--- config.mk ---
export PLATFORM = sky130hd
export DESIGN_NAME = load_store_unit
export DESIGN_NICKNAME = d
export VERILOG_FILES = /design/src/rtl/lsu_pkg.sv /design/src/rtl/lsu_cmd_encode.sv /design/src/rtl/load_store_unit.sv
export SDC_FILE = /design/constraint.sdc
export NUM_CORES = 1
export LEC_CHECK = 0
export BUFFER_PORTS_ARGS = -buffer_cell sky130_fd_sc_hd__buf_2
export CAP_MARGIN = 10
export CORE_MARGIN = 4
export CORE_UTILIZATION = 45
export DETAILED_ROUTE_END_ITERATION = 10
export HOLD_SLACK_MARGIN = 0.08
export PLACE_DENSITY_LB_ADDON = 0.25
export SLEW_MARGIN = 20
export SYNTH_ARGS = -nofsm -noshare
export SYNTH_HDL_FRONTEND = slang
export SYNTH_HIERARCHICAL = 1
export SYNTH_SLANG_ARGS = --single-unit
--- constraint.sdc ---
create_clock -name CLK -period 2.2 [get_ports CLK]
set_input_delay 0.55 -clock CLK [delete_from_list [all_inputs] [get_ports CLK]]
set_output_delay 0.55 -clock CLK [all_outputs]
set_load 0.03 [all_outputs]
--- src/rtl/lsu_pkg.sv ---
// lsu_pkg: shared FSM state, funct3 codes and memory command encodings for the load/store unit.
package lsu_pkg;
    localparam int MEM_BYTES_DEF = 524288;

    typedef enum logic [1:0] {S_IDLE, S_ACCESS, S_CAPTURE, S_RESP} state_e;

    localparam logic [2:0] F3_B  = 3'b000;
    localparam logic [2:0] F3_H  = 3'b001;
    localparam logic [2:0] F3_W  = 3'b010;
    localparam logic [2:0] F3_BU = 3'b100;
    localparam logic [2:0] F3_HU = 3'b101;

    localparam logic [3:0] RW_IDLE = 4'b0000;
    localparam logic [3:0] RW_LB   = 4'b1000;
    localparam logic [3:0] RW_LH   = 4'b1001;
    localparam logic [3:0] RW_LW   = 4'b1010;
    localparam logic [3:0] RW_LBU  = 4'b1100;
    localparam logic [3:0] RW_LHU  = 4'b1101;
    localparam logic [3:0] RW_SB   = 4'b1011;
    localparam logic [3:0] RW_SH   = 4'b1110;
    localparam logic [3:0] RW_SW   = 4'b1111;
endpackage

--- src/rtl/lsu_cmd_encode.sv ---
// lsu_cmd_encode: maps is_store/funct3/addr to memory command, access size and fault.
// Alignment faults only when LSU_MISALIGN_TRAP_EN is defined.
module lsu_cmd_encode
    import lsu_pkg::*;
#(
    parameter int ADDR_W    = 32,
    parameter int MEM_BYTES = MEM_BYTES_DEF
) (
    input  logic              is_store,
    input  logic [2:0]        funct3,
    input  logic [ADDR_W-1:0] addr,
    output logic [3:0]        rw_en,
    output logic [2:0]        size,
    output logic              fault
);
    logic              bad_op;
    logic              misalign;
    logic [ADDR_W:0]   last;

    always_comb begin
        rw_en  = RW_IDLE;
        size   = 3'd1;
        bad_op = 1'b0;
        case ({is_store, funct3})
            {1'b0, F3_B}:  rw_en = RW_LB;
            {1'b0, F3_H}:  begin rw_en = RW_LH; size = 3'd2; end
            {1'b0, F3_W}:  begin rw_en = RW_LW; size = 3'd4; end
            {1'b0, F3_BU}: rw_en = RW_LBU;
            {1'b0, F3_HU}: begin rw_en = RW_LHU; size = 3'd2; end
            {1'b1, F3_B}:  rw_en = RW_SB;
            {1'b1, F3_H}:  begin rw_en = RW_SH; size = 3'd2; end
            {1'b1, F3_W}:  begin rw_en = RW_SW; size = 3'd4; end
            default:       bad_op = 1'b1;
        endcase
        // one extra bit so accesses that wrap past the top of the address space still fault
        last = {1'b0, addr} + {{(ADDR_W-2){1'b0}}, size} - (ADDR_W+1)'(1);
`ifdef LSU_MISALIGN_TRAP_EN
        misalign = (size == 3'd2 && addr[0]) || (size == 3'd4 && addr[1:0] != 2'b00);
`else
        misalign = 1'b0;
`endif
        fault = bad_op || misalign || (last >= (ADDR_W+1)'(MEM_BYTES));
    end
endmodule

--- src/rtl/load_store_unit.sv ---
// load_store_unit: single-outstanding memory-stage front end between execute and data memory.
// Optional alignment trapping via LSU_MISALIGN_TRAP_EN (see lsu_cmd_encode).
module load_store_unit
    import lsu_pkg::*;
#(
    parameter int ADDR_W    = 32,
    parameter int MEM_BYTES = MEM_BYTES_DEF,
    parameter int TAG_W     = 5
) (
    input  logic              CLK,
    input  logic              RESET_N,
    input  logic              REQ_VALID,
    output logic              REQ_READY,
    input  logic              REQ_IS_STORE,
    input  logic [2:0]        REQ_FUNCT3,
    input  logic [ADDR_W-1:0] REQ_ADDR,
    input  logic [ADDR_W-1:0] REQ_WDATA,
    input  logic [TAG_W-1:0]  REQ_TAG,
    output logic [3:0]        MEM_RW_EN,
    output logic [ADDR_W-1:0] MEM_ADDR,
    output logic [ADDR_W-1:0] MEM_WDATA,
    input  logic [ADDR_W-1:0] MEM_RDATA,
    output logic              RSP_VALID,
    input  logic              RSP_READY,
    output logic [ADDR_W-1:0] RSP_DATA,
    output logic [TAG_W-1:0]  RSP_TAG,
    output logic              RSP_IS_LOAD,
    output logic              RSP_FAULT
);
    state_e              state_q, state_d;
    logic [3:0]          cmd_q, cmd_d;
    logic [ADDR_W-1:0]   addr_q, addr_d;
    logic [ADDR_W-1:0]   wdata_q, wdata_d;
    logic [ADDR_W-1:0]   data_q, data_d;
    logic [TAG_W-1:0]    tag_q, tag_d;
    logic                is_load_q, is_load_d;
    logic                fault_q, fault_d;
    logic [3:0]          enc_rw_en;
    logic                enc_fault;

    lsu_cmd_encode #(.ADDR_W(ADDR_W), .MEM_BYTES(MEM_BYTES)) u_enc (
        .is_store (REQ_IS_STORE),
        .funct3   (REQ_FUNCT3),
        .addr     (REQ_ADDR),
        .rw_en    (enc_rw_en),
        .size     (),
        .fault    (enc_fault)
    );

    always_comb begin
        state_d   = state_q;
        cmd_d     = cmd_q;
        addr_d    = addr_q;
        wdata_d   = wdata_q;
        data_d    = data_q;
        tag_d     = tag_q;
        is_load_d = is_load_q;
        fault_d   = fault_q;
        case (state_q)
            S_IDLE: if (REQ_VALID) begin
                cmd_d     = enc_rw_en;
                addr_d    = REQ_ADDR;
                wdata_d   = REQ_WDATA;
                tag_d     = REQ_TAG;
                is_load_d = !REQ_IS_STORE;
                fault_d   = enc_fault;
                data_d    = '0;
                state_d   = enc_fault ? S_RESP : S_ACCESS;
            end
            S_ACCESS:  state_d = is_load_q ? S_CAPTURE : S_RESP;
            S_CAPTURE: begin
                data_d  = MEM_RDATA;
                state_d = S_RESP;
            end
            S_RESP:    if (RSP_READY) state_d = S_IDLE;
            default:   state_d = S_IDLE;
        endcase
    end

    always_ff @(posedge CLK or negedge RESET_N) begin
        if (!RESET_N) begin
            state_q   <= S_IDLE;
            cmd_q     <= RW_IDLE;
            addr_q    <= '0;
            wdata_q   <= '0;
            data_q    <= '0;
            tag_q     <= '0;
            is_load_q <= 1'b0;
            fault_q   <= 1'b0;
        end else begin
            state_q   <= state_d;
            cmd_q     <= cmd_d;
            addr_q    <= addr_d;
            wdata_q   <= wdata_d;
            data_q    <= data_d;
            tag_q     <= tag_d;
            is_load_q <= is_load_d;
            fault_q   <= fault_d;
        end
    end

    // command decoded from state so it vanishes the instant reset asserts
    assign MEM_RW_EN   = (state_q == S_ACCESS) ? cmd_q : RW_IDLE;
    assign MEM_ADDR    = addr_q;
    assign MEM_WDATA   = wdata_q;
    assign REQ_READY   = (state_q == S_IDLE);
    assign RSP_VALID   = (state_q == S_RESP);
    assign RSP_DATA    = data_q;
    assign RSP_TAG     = tag_q;
    assign RSP_IS_LOAD = is_load_q;
    assign RSP_FAULT   = fault_q;
endmodule

# Word level (Yosys, flattened, before mapping)
# Index checks and enable logic that the tools add are counted.
# Widths: inputs -> output; s select.
dict set report word_totals {
  out_inout_bits 109
  elab_cells 45
  reg_bits 109
}
dict set report classes {
  reduce_logical 11
  order_cmp 1
  n_addsub 2
  eq_ne 12
  n_mux 11
}
# cell n
set ops {}
lappend ops {{$pmux 32 s2} 1}
lappend ops {{$add 32x3->33} 1}
lappend ops {{$ge 33x20->1 const B} 1}
lappend ops {{$sub 33x1->33 const B} 1}
lappend ops {{$mux 32} 1}
lappend ops {{$pmux 4 s8} 1}
lappend ops {{$eq 4x4->1 const B} 3}
lappend ops {{$eq 4x3->1 const B} 2}
lappend ops {{$pmux 2 s4} 1}
lappend ops {{$reduce_or 8->1} 1}
lappend ops {{$mux 2} 3}
lappend ops {{$pmux 3 s2} 1}
lappend ops {{$reduce_and 2->1} 3}
lappend ops {{$eq 2x2->1 const B} 2}
lappend ops {{$eq 4x1->1 const B} 1}
lappend ops {{$eq 4x2->1 const B} 1}
lappend ops {{$logic_not 4->1} 1}
lappend ops {{$mux 4} 1}
lappend ops {{$reduce_or 3->1} 1}
lappend ops {{$eq 2x1->1 const B} 1}
lappend ops {{$logic_not 2->1} 1}
lappend ops {{$mux 1} 2}
lappend ops {{$ne 2x1->1 const B} 1}
lappend ops {{$ne 2x2->1 const B} 1}
lappend ops {{4 further kinds} 4}

# Depth between registers and ports, before layout
# Gate-level depths: netlist of run 1.
dict set report logic_depth {
  depth_word 10
  mapped_depth 18
  ltp_nobuf 18
}

# Modules after synthesis
# The synthesis of run 1 kept the hierarchy.
# module instances seq_area_each_um2 area_each_um2 cells_per_inst
set modules_own_cells {}
lappend modules_own_cells {load_store_unit 1 2727.6 4266.6 255}
lappend modules_own_cells {lsu_cmd_encode 1 0.0 1844.3 293}

# Least setup slack after synthesis of run 1
# OpenSTA, ideal clock, no wires.
dict set report synth_timing {
  kind {in2reg}
  startpoint {in REQ_FUNCT3[1]}
  endpoint {reg fault_q, in the netlist RSP_FAULT}
  path_buffers 0
  required_time_ns 2.075
  stages 16
  setup_ns 0.125
  arrival_time_ns 3.730
  slack_ns -1.655
  cell_sequence {nand2b_1 a21o_1 ha_1 inv_1 ha_1 inv_1 fa_1 nor2b_1 o31ai_1 a31oi_1 o21a_1 or4_1 a222oi_1 o2111ai_1 or4b_1 mux2_2}
}
dict set report synth_via {
  elab_chain_cells 7
  word_cells_on_any_way 17
}
# element line_no
set synth_rtl {}
lappend synth_rtl {{from (decl)} load_store_unit.sv:15} ;# input logic [2:0] REQ_FUNCT3,
lappend synth_rtl {{$eq 4x1->1 (tied with other cells)} lsu_cmd_encode.sv:24} ;# case ({is_store, funct3})
lappend synth_rtl {{$reduce_or 3->1 (no source line) / $reduce_or 2->1 (equally long branches)} --}
lappend synth_rtl {{$pmux 3 s2} lsu_cmd_encode.sv:24}
lappend synth_rtl {{$add 32x3->33} lsu_cmd_encode.sv:36} ;# last = {1'b0, addr} + {{(ADDR_W-2){1'b0}}, size} - (ADDR_W+1)'(1);
lappend synth_rtl {{$sub 33x1->33} lsu_cmd_encode.sv:36}
lappend synth_rtl {{$ge 33x20->1} lsu_cmd_encode.sv:42} ;# fault = bad_op || misalign || (last >= (ADDR_W+1)'(MEM_BYTES));
lappend synth_rtl {{$logic_or 1x1->1 *} lsu_cmd_encode.sv:42}
lappend synth_rtl {{via enc_fault} load_store_unit.sv:39} ;# logic enc_fault;
lappend synth_rtl {{to (signal assigned)} load_store_unit.sv:98} ;# fault_q <= fault_d;
lappend synth_rtl {{to (decl)} load_store_unit.sv:37} ;# logic fault_q, fault_d;
# The timed path passes the listed nets; every way through them passes the cells marked *.
# A chain may end at the register's enable or synchronous reset.

# Worst setup path in the final report of run 1
# Ends and elaborated chain as after synthesis.

==> results of run 1 <==
==> state kept, by name (all words and copies together) (netlist names) <==
register / cells
MEM_ADDR: 32
MEM_WDATA: 32
RSP_DATA: 32
RSP_TAG: 5
cmd_q: 4
state_q: 2
RSP_FAULT: 1
RSP_IS_LOAD: 1
==> metal layers <==
metal,up-vias,wire (um),track usage
met2,173,8552,0.3785
met3,17,967,0.05532
met4,0,246,0.05480
met1,2597,7400,0.2741
met5,-,0,0
li1,2609,-,-
==> critical path, stage by stage <==
cell and delay, ns:
buf_6 0.09, nand2b_4 0.13, a21o_1 0.16, ha_1 0.28, inv_2 0.04, ha_4 0.16, buf_4 0.13, a21oi_1 0.15
o22ai_1 0.15, o211ai_1 0.24, nand3_1 0.13, or3_4 0.39, a2111oi_4 0.35, o2111ai_1 0.17, or4b_4 0.51, mux2_4 0.28
==> power by group <==
part           leakage, uW  internal [uW]  switching, uW
sequential         0.00131           3000            531
combinational      0.00311           2400           3620
clock             0.000137            793            771
==> path summary, 6_finish.rpt <==
path / start / to / depth (start not counted)
min in group CLK: MEM_RDATA[19] / RSP_DATA[19]$_DFFE_PN0P_ / 2
hold reg to reg: cmd_q[3]$_DFFE_PN0P_ / cmd_q[3]$_DFFE_PN0P_ / 1
hold / removal: RESET_N / RSP_DATA[28]$_DFFE_PN0P_ / 1
setup / recovery: REQ_FUNCT3[1] / RSP_FAULT$_DFFE_PN0P_ / 16
setup reg to reg: state_q[0]$_DFFE_PN0P_ / MEM_WDATA[5]$_DFFE_PN0P_ / 5
max in group asynchronous: RESET_N / MEM_ADDR[27]$_DFFE_PN0P_ / 2
==> cell type report <==
type                    count  area [um^2]  area share
multi-input cells         365         3169      0.3714
repair buffers            323         1928      0.2259
clock inverters             7        68.82    0.008063
well taps                 176        220.2     0.02580
flip-flops and latches    109         2728      0.3196
inverters                  52        195.2     0.02287
clock buffers               9        225.2     0.02639
==> stage by stage <==
step / setup WS, ns / util / instances / total power, uW / hold WS (ns)
finish: -1.475 / 0.6445 / 1041 / 11120 / 0.1546
global placement: -1.907 / 0.6141 / 1023 / 9439 / 0.4822
detailed placement: -1.976 / 0.6141 / 1023 / 9593 / 0.4860
CTS: -1.430 / 0.6402 / 1041 / 11220 / 0.1587
global route: -1.615 / 0.6445 / 1041 / 11730 / 0.1673
floorplan: -1.613 / - / 545 / 7696 / 0.2544
==> timing repair <==
action                     4_1_cts  5_1_grt
resized for setup                7        9
setup endpoints to repair        2        2
buffers inserted                 2        0
pin swaps                        9        3
cloned                           0        0
==> impl_metrics.json, run 1 <==
{
  "slew_headroom": 0.6123,
  "antenna_found_initial": 0,
  "wire_per_inst_um": 16.49,
  "syn_avg_cell_area_um2": 11.19,
  "ant_nets": 0,
  "insertion_delay_ns": 0.35,
  "dp_hpwl_mm": 13.82,
  "rrSetupSlack_ns": 0.41,
  "mostFrequentLayoutCells": "buf_2 (215), dfrtp_1 (109), buf_4 (104), inv_1 (50), mux2_4 (39)",
  "layout-drive-gt1-share": 0.5040,
  "die_y_um": 124.4,
  "cts_max_level": 3,
  "fin_skew_ns": 0.007291,
  "p_per_area_nw_per_um2": 1303,
  "die_w_um": 124.4,
  "num_rows": 42,
  "grt_max_degree": 53,
  "cts_hold_buf": 0,
  "nFillCells": 1105,
  "area_growth_pct": 39.92,
  "initial_utilization": 0.4606,
  "finalHoldViolations": 0,
  "cts_sinks": 109,
  "dieArea_um2": 15480,
  "status": "complete, but fails checks",
  "power.leakage_uw": 0.004563,
  "yosys_warnings": 6,
  "final_common_cell": "buf_2",
  "place.gp.congestion": 0.9001,
  "setup-tns-final_ns": -2.914,
  "syn-num-nets": 693,
  "grt_pass1_wl_mm": 27.98,
  "dr.pass1.iters": 5,
  "worstPathRequired_ns": 2.44,
  "hold_path_class": "in2async",
  "setup_viol_count_final": 2,
  "syn-cell-area_um2": 6100,
  "viasPerCell": 5.183,
  "finalCritPeriodShare": 1.670,
  "fp.coreArea_um2": 13240,
  "peakVddDrop_uv": 796.3,
  "period_needed_ns": 3.675,
  "cp.arrival_ns": 3.91,
  "cts-root-buf": "clkbuf_16",
  "maxCapViolations": 0,
  "dr.first_iter.drc_count": 304,
  "finalNetCount": 1008,
  "grt_usage": 0.2188,
  "report.final.slew_viol_count": 0,
  "path_class": "in2reg",
  "routed_wl_mm": 17.17,
  "placed_area_um2": 8133,
  "io_buffers": 217,
  "path_max_fanout": 2,
  "rsz0062_at_grt": "true",
  "fmax_mhz": 272.1,
  "numCtsBuffers": 9,
  "clkTransAtPathRegs_ns": 0.07,
  "io_pins": 218,
  "end_kind": "flop",
  "worstSetupStartpointType": "input pin",
  "overflow": 0,
  "antennaDiodeCount": 0,
  "route.detailed.drc": 0,
  "final_area_um2": 8534,
  "grt_pass1_vias": 5536,
  "syn_inst": 545,
  "route.vias.total": 5396,
  "worst_pin_slew_ns": 0.5777,
  "clk_path_buf_depth": 2,
  "cts_tree": "done",
  "layout_setup_ws_ns": -1.475,
  "failed_checks": "setup timing"
}
No activity file was read; power rests on OpenSTA's default activity.
==> run 2: changes to the inputs <==
--- a/config.mk
+++ b/config.mk
@@ -8,7 +8,7 @@
 export BUFFER_PORTS_ARGS = -buffer_cell sky130_fd_sc_hd__buf_2
 export CAP_MARGIN = 10
 export CORE_MARGIN = 4
-export CORE_UTILIZATION = 45
+export CORE_UTILIZATION = 35
 export DETAILED_ROUTE_END_ITERATION = 10
 export HOLD_SLACK_MARGIN = 0.08
 export PLACE_DENSITY_LB_ADDON = 0.25
==> run 2 against run 1 <==
Effect of this change:
- clock power is 6% higher
- sequential power barely moved
- design area grew 0.12%
- via count fell by 0.30%
- the flow still finishes with violations (setup timing)
- combinational power hardly changed
- sequential cell count is the same
- core utilization down 15 points
==> impl_metrics.json, run 2 (same netlist as run 1, synthesis figures left out) <==
{
  "cp.arrival_ns": 3.97,
  "dp_hpwl_mm": 14.07,
  "failed_checks": "setup timing",
  "maxCapViolations": 0,
  "worstPathRequired_ns": 2.44,
  "cp_top_family": "compound AO/OA/AOI/OAI gates",
  "worstPathCellList": "buf_6, nand2b_4, a21o_1, ha_1, inv_2, ha_4, inv_2, fa_2, nor2b_4, o31ai_4, a31oi_1, o21a_1, or4_1, a222oi_1, o2111ai_1, or4b_4, mux2_4",
  "slew_headroom": 0.6166,
  "rsz0062_at_grt": "true",
  "crit-reg2reg-launch": "state_q[0]$_DFFE_PN0P_",
  "report.final.slew_viol_count": 0,
  "rrSetupSlack_ns": 0.42,
  "worstSetupStartpointType": "input pin",
  "cts_sinks": 109,
  "grt_usage": 0.1789,
  "end_kind": "flop",
  "r2r-end": "MEM_WDATA[2]$_DFFE_PN0P_",
  "route.detailed.drc": 0,
  "path_class": "in2reg",
  "numCtsBuffers": 9,
  "critPathMaxStageDelay_ns": 0.51,
  "insertion_delay_ns": 0.35,
  "finalNetCount": 1006,
  "p_per_area_nw_per_um2": 1312,
  "io_buffers": 217,
  "status": "complete, but fails checks",
  "die_y_um": 140.0,
  "grt_pass1_wl_mm": 28.99,
  "cts_tree": "done",
  "mostFrequentLayoutCells": "buf_2 (215), dfrtp_1 (109), buf_4 (102), inv_1 (50), mux2_4 (39)",
  "wire_per_inst_um": 16.16,
  "finalCritPeriodShare": 1.698,
  "power_uw": 11210,
  "finalHoldViolations": 0,
  "worst_pin_slew_ns": 0.5751,
  "route.vias.total": 5380,
  "ant_nets": 0,
  "cp.buffers_inverters": 3,
  "placed_cells": 1070,
  "fp.coreArea_um2": 17180,
  "antenna_found_initial": 0,
  "fin_cells": 1088,
  "setup-tns-final_ns": -3.042,
  "cpMaxStageDelayCell": "or4b_4",
  "viasPerCell": 4.945,
  "final_common_cell": "buf_2",
  "layout-drive-gt1-share": 0.4971,
  "fin_skew_ns": 0.01183,
  "hold_path_class": "in2async",
  "peakVddDrop_uv": 641.9,
  "cts_max_level": 3,
  "rr_worst_depth": 5,
  "area_growth_pct": 40.08,
  "grt_pass1_vias": 5548,
  "antennaDiodeCount": 0,
  "dr.first_iter.drc_count": 299,
  "die_w_um": 140.0,
  "place.gp.congestion": 0.9239,
  "grt_max_degree": 110,
  "dieArea_um2": 19600,
  "crit_path_frequent_cell": "inv_2",
  "clk_path_buf_depth": 2,
  "initial_utilization": 0.3551,
  "layout_setup_ws_ns": -1.535,
  "routed_wl_mm": 17.58,
  "fmax_mhz": 267.8,
  "period_needed_ns": 3.735,
  "power.leakage_uw": 0.004560,
  "overflow": 0,
  "dr.pass1.iters": 4,
  "clkTransAtPathRegs_ns": 0.08,
  "cts-root-buf": "clkbuf_16",
  "path_max_fanout": 2,
  "setup_viol_count_final": 2,
  "io_pins": 218,
  "num_rows": 48
}
-- run 2: cell types whose count changed in the layout (fill, tap and decap cells not counted), moves of 2 or more --
cell,previous run,this run
buf_4,104,102
clkinv_4,2,0
clkinvlp_4,2,0
inv_6,1,4
-- run 2: report_power, final --
part / total [uW] / internal, uW / leakage [uW] / switching (uW)
Clock: 1650 / 835 / 0.000149 / 812
Sequential: 3520 / 3000 / 0.00131 / 518
Combinational: 6040 / 2400 / 0.00310 / 3640
Total: 11200 / 6240 / 0.00456 / 4970
-- run 2: worst register-to-register path, cell delays in order, from the launching register on --
cell and delay [ns]:
dfrtp_1 0.42, inv_1 0.09, ha_2 0.26, nand2_4 0.24, buf_12 0.27, mux2_2 0.40
-- run 2: area by class of cell --
cell class	count	area [um^2]
clock buffers	10	239.0
clock inverters	6	62.56
fillers	1581	8632
inverters	52	195.2
multi-input cells	365	3126
flip-flops and latches	109	2728
well taps	225	281.5
repair buffers	321	1913
-- run 2: through the flow --
stage	worst slack [ns]	util	area (um^2)	hold slack, ns
global placement	-1.978	0.4762	8179	0.4817
detailed placement	-2.085	0.4762	8179	0.4858
floorplan	-1.613	-	6116	0.2544
global route	-1.711	0.4975	8544	0.3146
CTS	-1.527	0.4957	8514	0.2822
finish	-1.535	0.4975	8544	0.2573
-- run 2: worst max path at each step --
stage,end,cells past startpoint,from
final,RSP_FAULT$_DFFE_PN0P_,17,REQ_FUNCT3[1]
after global routing,RSP_FAULT$_DFFE_PN0P_,17,REQ_FUNCT3[1]
after CTS,RSP_FAULT$_DFFE_PN0P_,17,REQ_FUNCT3[1]
after detailed placement,RSP_FAULT$_DFFE_PN0P_,17,REQ_FUNCT3[1]
after global placement,RSP_FAULT$_DFFE_PN0P_,17,REQ_FUNCT3[1]
after floorplan,RSP_FAULT$_DFFE_PN0P_,16,REQ_FUNCT3[1]
-- run 2: timing repair --
action / CTS / global route
resized for setup: 5 / 5
hold buffers: 0 / 0
endpoints found under the setup margin: 2 / 3
buffers inserted: 1 / 1
pin swaps: 5 / 2
-- run 2: layer usage --
layer | wire (um) | GRT usage
met5 | 0 | 0
met4 | 274 | 0.04233
met3 | 1076 | 0.03995
met2 | 8370 | 0.3003
met1 | 7858 | 0.2365
==> run 3: changes to the inputs <==
--- a/config.mk
+++ b/config.mk
@@ -12,6 +12,7 @@
 export DETAILED_ROUTE_END_ITERATION = 10
 export HOLD_SLACK_MARGIN = 0.08
 export PLACE_DENSITY_LB_ADDON = 0.25
+export RECOVER_POWER = 100
 export SLEW_MARGIN = 20
 export SYNTH_ARGS = -nofsm -noshare
 export SYNTH_HDL_FRONTEND = slang
==> run 3 against run 2 <==
Effect of this change:
- the run still ends with setup timing left
- largest power group unchanged
- combinational power fell by 9.9%
- via count grew 0.20%
- core utilization decreased by 1.6 points
- clock skew is essentially flat
- critical path type unchanged
- critical endpoint unchanged
==> impl_metrics.json, run 3 (same netlist as run 1, synthesis figures left out) <==
{
  "p_per_area_nw_per_um2": 1284,
  "grt_max_degree": 110,
  "fp.coreArea_um2": 17180,
  "end_kind": "flop",
  "critPathMaxStageDelay_ns": 0.51,
  "slew_headroom": 0.01113,
  "peakVddDrop_uv": 618.7,
  "r2r-end": "RSP_DATA[25]$_DFFE_PN0P_",
  "cts_tree": "done",
  "insertion_delay_ns": 0.35,
  "cp.buffers_inverters": 3,
  "grt_pass1_wl_mm": 28.99,
  "dr.pass1.iters": 5,
  "fmax_mhz": 266.5,
  "rrSetupSlack_ns": 0.27,
  "worstPathCellList": "buf_6, nand2b_4, a21o_1, ha_1, inv_2, ha_4, inv_2, fa_2, nor2b_4, o31ai_4, a31oi_1, o21a_1, or4_1, a222oi_1, o2111ai_1, or4b_4, mux2_4",
  "setup_viol_count_final": 2,
  "hold-path-endpoint": "MEM_WDATA[15]$_DFFE_PN0P_",
  "maxCapViolations": 0,
  "timing.hold.worst_path_depth": 2,
  "clk_path_buf_depth": 2,
  "cpMaxStageDelayCell": "or4b_4",
  "place_ws_ns": -2.085,
  "dieArea_um2": 19600,
  "rr_worst_depth": 5,
  "area_growth_pct": 35.55,
  "routed_wl_mm": 17.57,
  "die_y_um": 140.0,
  "mostFrequentLayoutCells": "dfrtp_1 (109), buf_2 (106), clkbuf_1 (104), buf_4 (100), inv_1 (50)",
  "layout-drive-gt1-share": 0.3360,
  "place.gp.congestion": 0.9239,
  "die_w_um": 140.0,
  "dp_hpwl_mm": 14.07,
  "finalHoldViolations": 0,
  "worst_pin_slew_ns": 1.483,
  "dr.first_iter.drc_count": 243,
  "period_needed_ns": 3.752,
  "worstHoldStart": "REQ_WDATA[15]",
  "crit-reg2reg-launch": "state_q[0]$_DFFE_PN0P_",
  "route.detailed.drc": 0,
  "cp.arrival_ns": 3.99,
  "rsz0062_at_grt": "true",
  "worstSetupStartpointType": "input pin",
  "cts-root-buf": "clkbuf_16",
  "path_class": "in2reg",
  "path_max_fanout": 2,
  "num_rows": 48,
  "finalNetCount": 1006,
  "cts_max_level": 3,
  "io_pins": 218,
  "route.vias.total": 5391,
  "power.leakage_uw": 0.004061,
  "numCtsBuffers": 9,
  "io_buffers": 217,
  "antennaDiodeCount": 0,
  "failed_checks": "setup timing",
  "grt_pass1_vias": 5548,
  "grt_usage": 0.1789,
  "worstPathRequired_ns": 2.44,
  "antenna_found_initial": 0,
  "status": "complete, but fails checks",
  "initial_utilization": 0.3551,
  "cp_top_family": "compound AO/OA/AOI/OAI gates",
  "hold_path_class": "in2reg",
  "fin_skew_ns": 0.01202,
  "final_common_cell": "dfrtp_1",
  "overflow": 0,
  "report.final.slew_viol_count": 0,
  "crit_path_frequent_cell": "inv_2",
  "viasPerCell": 4.955,
  "layout_setup_ws_ns": -1.552,
  "finalCritPeriodShare": 1.706,
  "cts_hold_buf": 0,
  "setup-tns-final_ns": -3.078,
  "cts_sinks": 109,
  "wire_per_inst_um": 16.15,
  "ant_nets": 0,
  "clkTransAtPathRegs_ns": 0.08
}
-- run 3: stage by stage --
stage          power (uW)  utilization  area [um^2]  hold slack, ns  std cells
3_5_place_dp         9615       0.4762         8179          0.4858       1070
3_3_place_gp         9493       0.4762         8179          0.4817       1070
5_1_grt             11270       0.4814         8268          0.3982       1088
2_1_floorplan        7696            -         6116          0.2544        545
6_report            10610       0.4814         8268          0.4000       1088
4_1_cts             11330       0.4957         8514          0.2822       1087
-- run 3: area by class of cell --
class                      count  area, um^2
clock buffer                  10       239.0
tap                          225       281.5
multi-input combinational    365        2994
sequential                   109        2728
clock inverter                 6       62.56
timing repair buffer         321        1768
inverter                      52       195.2
fill                        1674        8909
-- run 3: worst max path at each step --
stage,slack [ns],depth (start not counted),endpoint,startpoint
floorplan,-1.61,16,RSP_FAULT$_DFFE_PN0P_,REQ_FUNCT3[1]
global placement,-1.98,17,RSP_FAULT$_DFFE_PN0P_,REQ_FUNCT3[1]
detailed placement,-2.08,17,RSP_FAULT$_DFFE_PN0P_,REQ_FUNCT3[1]
CTS,-1.53,17,RSP_FAULT$_DFFE_PN0P_,REQ_FUNCT3[1]
global route,-1.71,17,RSP_FAULT$_DFFE_PN0P_,REQ_FUNCT3[1]
finish,-1.55,17,RSP_FAULT$_DFFE_PN0P_,REQ_FUNCT3[1]
-- run 3: power by group --
part	internal (uW)	total, uW	switching [uW]
Combinational	1820	5440	3620
Clock	835	1640	803
Sequential	3000	3540	538
Total	5650	10600	4960
-- run 3: what timing repair did --
item	4_1_cts	5_1_grt
setup buffers	1	1
gates resized for setup	5	5
setup endpoints to repair	2	3
pin swaps	5	2
endpoints found under the hold margin	0	0
-- run 3: metal layers --
metal	global-route usage	share of wire	vias up
li1	-	-	2595
met1	0.2365	0.44	2603
met2	0.3003	0.47	170
met3	0.03995	0.067	23
met4	0.04233	0.016	0
met5	0	0	-
